`src/rtl/memref_exec_unit.sv`:
```
// memref_exec_unit
//   Multi-cycle executor for accumulator memory-reference instructions
//   (LOAD/STORE/ADD/SUB/AND/OR/XOR/CLEAR X). Holds AC, MAR and MBR.
//   A single sequencing FSM drives a synchronous-read memory port.
//   Optional feature macro: MEMOP_FLAGS_EN adds zero/neg/carry flags.
//   The flags are updated on EXEC edges only.
module memref_exec_unit #(
  parameter int DATA_W = 16,
  parameter int ADDR_W = 14
) (
  input  logic              clk,
  input  logic              reset,
  input  logic              start,
  input  logic [2:0]        op,
  input  logic [ADDR_W-1:0] addr_x,
  output logic              busy,
  output logic              done,
  output logic [DATA_W-1:0] ac_out,
  output logic [ADDR_W-1:0] mem_addr,
  output logic              mem_re,
  output logic              mem_we,
  output logic [DATA_W-1:0] mem_wdata,
  input  logic [DATA_W-1:0] mem_rdata
`ifdef MEMOP_FLAGS_EN
  ,
  output logic              zero_flag,
  output logic              neg_flag,
  output logic              carry_flag
`endif
);

  localparam logic [2:0] OP_LOAD  = 3'b000;
  localparam logic [2:0] OP_STORE = 3'b001;
  localparam logic [2:0] OP_ADD   = 3'b010;
  localparam logic [2:0] OP_SUB   = 3'b011;
  localparam logic [2:0] OP_AND   = 3'b100;
  localparam logic [2:0] OP_OR    = 3'b101;
  localparam logic [2:0] OP_XOR   = 3'b110;
  localparam logic [2:0] OP_CLEAR = 3'b111;

  typedef enum logic [2:0] {
    ST_IDLE = 3'd0,
    ST_RD   = 3'd1,
    ST_CAP  = 3'd2,
    ST_EXEC = 3'd3,
    ST_WR   = 3'd4
  } state_t;

  state_t            state_r;
  logic [2:0]        op_r;
  logic [ADDR_W-1:0] mar_r;
  logic [DATA_W-1:0] mbr_r;
  logic [DATA_W-1:0] ac_r;

  logic [DATA_W:0]   sum_s;
  logic [DATA_W-1:0] alu_res_s;
  logic              alu_carry_s;

  // The memory port mirrors the architectural registers directly.
  assign ac_out    = ac_r;
  assign mem_addr  = mar_r;
  assign mem_wdata = ac_r;

  // ALU: compute the next AC from the latched op, AC and MBR. Arithmetic wraps modulo 2**DATA_W.
  always_comb begin
    sum_s       = {1'b0, ac_r} + {1'b0, mbr_r};
    alu_res_s   = ac_r;
    alu_carry_s = 1'b0;
    case (op_r)
      OP_LOAD:  alu_res_s = mbr_r;
      OP_ADD: begin
        alu_res_s   = sum_s[DATA_W-1:0];
        alu_carry_s = sum_s[DATA_W];
      end
      OP_SUB: begin
        alu_res_s   = ac_r - mbr_r;
        alu_carry_s = (ac_r < mbr_r) ? 1'b1 : 1'b0;
      end
      OP_AND:   alu_res_s = ac_r & mbr_r;
      OP_OR:    alu_res_s = ac_r | mbr_r;
      OP_XOR:   alu_res_s = ac_r ^ mbr_r;
      OP_CLEAR: alu_res_s = {DATA_W{1'b0}};
      default: begin
        alu_res_s   = ac_r;
        alu_carry_s = 1'b0;
      end
    endcase
  end

  // Sequencer: a single FSM that owns every register. The strobes and done are registered one-cycle pulses.
  always_ff @(posedge clk or posedge reset) begin
    if (reset) begin
      state_r    <= ST_IDLE;
      op_r       <= 3'b000;
      mar_r      <= {ADDR_W{1'b0}};
      mbr_r      <= {DATA_W{1'b0}};
      ac_r       <= {DATA_W{1'b0}};
      busy       <= 1'b0;
      done       <= 1'b0;
      mem_re     <= 1'b0;
      mem_we     <= 1'b0;
`ifdef MEMOP_FLAGS_EN
      zero_flag  <= 1'b0;
      neg_flag   <= 1'b0;
      carry_flag <= 1'b0;
`endif
    end else begin
      done   <= 1'b0;
      mem_re <= 1'b0;
      mem_we <= 1'b0;
      case (state_r)
        ST_IDLE: begin
          // Start is also sampled here in the done cycle, so back-to-back ops need no gap.
          if (start) begin
            mar_r <= addr_x;
            op_r  <= op;
            busy  <= 1'b1;
            case (op)
              OP_STORE: begin
                state_r <= ST_WR;
                mem_we  <= 1'b1;
              end
              OP_CLEAR: state_r <= ST_EXEC;
              default: begin
                state_r <= ST_RD;
                mem_re  <= 1'b1;
              end
            endcase
          end else begin
            busy <= 1'b0;
          end
        end
        ST_RD: begin
          // The memory samples the address on this edge and returns data for CAP.
          state_r <= ST_CAP;
        end
        ST_CAP: begin
          mbr_r   <= mem_rdata;
          state_r <= ST_EXEC;
        end
        ST_EXEC: begin
          ac_r       <= alu_res_s;
`ifdef MEMOP_FLAGS_EN
          zero_flag  <= (alu_res_s == {DATA_W{1'b0}}) ? 1'b1 : 1'b0;
          neg_flag   <= alu_res_s[DATA_W-1];
          carry_flag <= alu_carry_s;
`endif
          done       <= 1'b1;
          busy       <= 1'b0;
          state_r    <= ST_IDLE;
        end
        ST_WR: begin
          // The write strobe was raised on entry. The memory commits the word on this edge.
          done    <= 1'b1;
          busy    <= 1'b0;
          state_r <= ST_IDLE;
        end
        default: begin
          busy    <= 1'b0;
          state_r <= ST_IDLE;
        end
      endcase
    end
  end

`ifndef MEMOP_FLAGS_EN
  // The carry is only consumed when the flags are built in.
  logic unused_carry_s;
  assign unused_carry_s = alu_carry_s;
`endif

endmodule

```
`config.mk`:
```
export PLATFORM = sky130hd
export DESIGN_NAME = memref_exec_unit
export DESIGN_NICKNAME = d
export VERILOG_FILES = /design/src/rtl/memref_exec_unit.sv
export SDC_FILE = /design/constraint.sdc
export NUM_CORES = 1
export LEC_CHECK = 0
export BUFFER_PORTS_ARGS = -buffer_cell sky130_fd_sc_hd__buf_4
export CAP_MARGIN = 20
export CORE_ASPECT_RATIO = 1.5
export CORE_MARGIN = 2
export CORE_UTILIZATION = 62
export CTS_BUF_LIST = sky130_fd_sc_hd__clkbuf_4
export CTS_CLUSTER_SIZE = 28
export DETAILED_ROUTE_END_ITERATION = 8
export PLACE_DENSITY = 0.95
export SLEW_MARGIN = 25
export SYNTH_ARGS = -nofsm -noshare
export SYNTH_HDL_FRONTEND = slang
export SYNTH_SLANG_ARGS = --single-unit
```
`constraint.sdc`:
```
create_clock -name clk -period 7.7 [get_ports clk]
set_input_delay 0.77 -clock clk [delete_from_list [all_inputs] [get_ports clk]]
set_output_delay 0.77 -clock clk [all_outputs]
set_load 0.1 [all_outputs]
```
After elaboration in Yosys (flattened, before gate mapping)
Cells that the tools add are included.

word-level totals
  output and inout port bits = 50
  logic and storage cells = 48
  flip-flop bits (word level) = 56

cells by class
  reductions and logical operators = 8
  add/subtract/negate cells = 2
  bitwise logic cells = 3
  muxes and demuxes = 13
  equal/unequal tests = 13

operators with widths
  operator                                              number
  case mux 16 bit (7 select lines)                      1
  equality test 3 bit (second input constant)           6
  adder 16 bit                                          1
  bitwise AND 16 bit                                    1
  OR 16 bit                                             1
  subtractor 16 bit                                     1
  XOR 16 bit                                            1
  equality test 3 x 2 -> 1 bit (second input constant)  4
  case mux 3 bit (3 select lines)                       1
  two-way mux 1 bit                                     8
  nonzero test 7 bit                                    1
  equality test 3 x 1 -> 1 bit (second input constant)  2
  logical NOT 3 bit                                     2
  case mux 3 bit (2 select lines)                       1
  OR reduction 2 bit                                    3
  AND reduction 2 bit                                   2
  two-way mux 3 bit                                     1
  inequality test 2 bit (second input constant)         1
  case mux 1 bit (2 select lines)                       1

Depth between registers and ports, before layout
  depth in word-level cells = 5
  mapped depth = 15
  gate-level depth less buffers = 13

Worst setup path after synthesis
OpenSTA, ideal clock, no wires.

  kind = reg-to-reg
  start point = reg op_r[1]
  end point = reg ac_r[12] (netlist: ac_out[12])
  path slack = 4.558 ns
  period minus slack after synthesis = 3.142 ns
  data arrival time = 3.065 ns
  stages on the path, launching flop included = 15
  required time = 7.623 ns
  path through = dfrtp_1 > buf_2 > nor2b_1 > clkbuf_1 > nand2_1 > clkbuf_1 > o21ai_0 > xnor2_1 > ha_1 > a21o_1 > a21o_1 > a21o_1 > a22oi_1 > mux2_2 > o21ai_1

on the way
  longest elaborated chain between the ends = 3
  elaborated cells between the ends (all ways) = 10
  classes of those cells = eq/ne: 6; mux: 1; reduce/logical: 3

RTL lines
  what                                         line  RTL
  from (decl)                                  50    logic [2:0] op_r;
  from (signal assigned)                       116   op_r <= op;
  equality test 3 bit (tied with other cells)  69    case (op_r)
  nonzero test 7 bit (no line)                 n/a
  AND reduction 2 bit (no line)                n/a
  to (signal assigned)                         97    ac_r <= {DATA_W{1'b0}};
  to (signal assigned)                         142   ac_r <= alu_res_s;
  to (decl)                                    53    logic [DATA_W-1:0] ac_r;

Several ways; a longest one is shown, not always the timed one.
A chain may end at the register's enable or synchronous reset.

Worst setup path in the final report
Same ends and word-level chain as after synthesis.

==> out/metrics.yaml <==
hold_path_class: "primary input to flop"
end_kind: "flop"
drv_cap: 0
finalSetupViolCount: 0
critPathKind: "flop to flop"
synth_cell_types: 53
synth_top_area_cell: "dfrtp_1"
cp_common_cell: "a21o_1"
period_needed_ps: 3900
grt_max_degree: 57
gp_congestion: 1.05
path_cells: "buf_4, nor2b_1, nand2_1, o21ai_0, xnor2_1, ha_1, a21o_1, a21o_1, a21o_1, a22oi_1, mux2_2, o21ai_1"
antenna_found_initial: 0
route.antenna.remaining_nets: 0
grt_pass1_vias: 4147
ys_seq_area_share_pct: 32.4
postCtsHoldBufs: 0
postRouteWirelength_um: 11200
track_usage_pct: 30.9
synth_area_leaders: "dfrtp_1 (32%), ha_1 (14%), mux2_2 (4.4%)"
syn_area_sq_um: 4320
cts_root_buf: "clkbuf_4"
row_count: 37
drc: 0
fp.dieH_um: 106
fin_crit_sh_pct: 50.7
cp.arrival_ps: 4270
die_w_um: 72.2
max_slew_margin_pct: 33.5
cts_tree: "yes"
fin_nets: 630
cts_buffers: 5
synthFlopType: "dfrtp_1"
cts.sinks: 56
portBuffers: 85
layout-drive-gt1-share_pct: 22.9
ff_latch_area_sq_um: 1400
area_growth_pct: 15.1
ys_warn_count: 0
first_pass_iters: 5
boundaryPins: 86
async_flop_share_pct: 100
post-place-cells: 616
drt-initial-drc-count: 272
clock_path_buffers: 2
slew_violations: 0
clock_latency_ps: 420
run_status: "finished clean"
via_per_inst: 6.29
finalHoldViolations: 0
max_freq_ghz: 0.256
crit_slowest_cell: "nor2b_1"
multi_input_area_sq_um: 2570
synth_top_area_share_pct: 32.4
synth_edf_count: 0
cp.required_ps: 8070
postCtsSetupBuffers: 0
h-tree-depth: 2
vias: 3926
tns_ps: 0
grt.overflow.total: 0
start_util_pct: 63.5
synthCells: 485
syn-num-nets: 570
core_area_sq_um: 6810
post_cts_resized: 0
worst_slew_pin_slew_ps: 998
n_antenna_cell: 0
cts.clk_slew.worst_paths_ps: 190
critPathMaxFanout: 28
crit_path_start_kind: "flop"
synth_area_per_cell_sq_um: 8.91
layoutNonFillerInstCount: 624
routedWlPerCell_um: 18.0
dieArea_sq_um: 7670
dp_hpwl_um: 8410
rsz0062_at_grt: "false"
fill_cells: 533
fin_skew_ps: 26.6
ys_ff_latch: 56
path_buf_inv: 1
cp_top_family: "compound AO/OA/AOI/OAI gates"
grt_pass1_wl_um: 18800
final_util_pct: 73.1
critical_path.max_stage_delay_ps: 630
## per-stage QoR
stage | cell area (sq um) | setup slack [ps] | hold WS, ps
2_1_floorplan | 4320 | 4560 | 499
3_3_place_gp | 4910 | 3970 | 493
3_5_place_dp | 4910 | 3850 | 502
4_1_cts | 4970 | 3840 | 534
5_1_grt | 4970 | 3500 | 532
6_report | 4970 | 3800 | 524
## sequential cells by signal (all words and copies together) (netlist names)
name,cells
ac_out,16
mbr_r,16
mem_addr,14
op_r,3
state_r,3
busy,1
done,1
mem_re,1
mem_we,1
## kinds of logic after synthesis
kind of cell,after synthesis,synth area share (%)
AO/OA/AOI/OAI,136,20.5
XOR/XNOR,24,4.86
adder cells (fa/ha/maj),49,14.4
buffers and inverters,79,8.34
flip-flops,56,32.4
multiplexers,24,6.05
AND/OR/NAND/NOR,117,13.5
## path summary, 6_finish.rpt
| path | slack, ps | cells past startpoint | start | endpoint |
|---|---|---|---|---|
| max in group asynchronous | 6700 | 3 | reset | mbr_r[14] |
| hold / removal | 520 | 3 | mem_rdata[2] | mbr_r[2] |
| setup / recovery | 3800 | 12 | op_r[1] | ac_out[12] |
| hold reg to reg | 530 | 1 | mem_addr[8] | mem_addr[8] |
| min in group asynchronous | 530 | 3 | reset | mbr_r[10] |
| setup reg to reg | 3800 | 12 | op_r[1] | ac_out[12] |
## routing by layer
metal | GRT usage, % | up-vias | routed length (um)
met1 | 34.3 | 1892 | 4250
met5 | 0 | - | 0
met2 | 54.8 | 173 | 5900
li1 | - | 1816 | -
met4 | 15.1 | 0 | 383
met3 | 6.07 | 45 | 675
## cells in the mapped netlist, drive strengths merged (5+ instances only)
| cell type | number |
|---|---|
| a21o | 7 |
| o22ai | 10 |
| nand3 | 5 |
| o221ai | 11 |
| nor3 | 5 |
| ha | 48 |
| a21oi | 27 |
| mux2i | 7 |
| inv | 41 |
| a31oi | 5 |
| xnor2 | 21 |
| nor2 | 28 |
| o21ai | 39 |
| a22oi | 11 |
| buf | 22 |
| nand2 | 42 |
| nand2b | 13 |
| clkbuf | 16 |
| mux2 | 17 |
| dfrtp | 56 |
| and3 | 6 |
## layout by cell type, fill, tap and decap left out, drive strengths merged, types with 7 or more instances in the layout
master / instances
buf: 91
nand2b: 13
inv: 44
nand2: 42
a21oi: 27
nor2: 28
xnor2: 21
dfrtp: 56
mux2: 17
o221ai: 11
ha: 48
o21ai: 39
a21o: 7
a22oi: 11
o22ai: 10
mux2i: 7
## area by class of cell
| type | instances | share of cell area (%) |
|---|---|---|
| inverter | 41 | 3.09 |
| clock buffer | 5 | 0.755 |
| timing repair buffer | 91 | 13.7 |
| sequential | 56 | 28.2 |
| tap | 78 | 1.96 |
| multi-input combinational | 350 | 51.7 |
| clock inverter | 3 | 0.578 |
## worst register-to-register path, cell delays in order, from the launching register on
cell,delay (ps)
dfrtp_1,360
buf_4,330
nor2b_1,640
nand2_1,440
o21ai_0,250
xnor2_1,150
ha_1,310
a21o_1,200
a21o_1,170
a21o_1,190
a22oi_1,330
mux2_2,380
o21ai_1,110
Power is not shown: default switching activity piles up to over one toggle a cycle in this logic, so the estimate is an artifact.
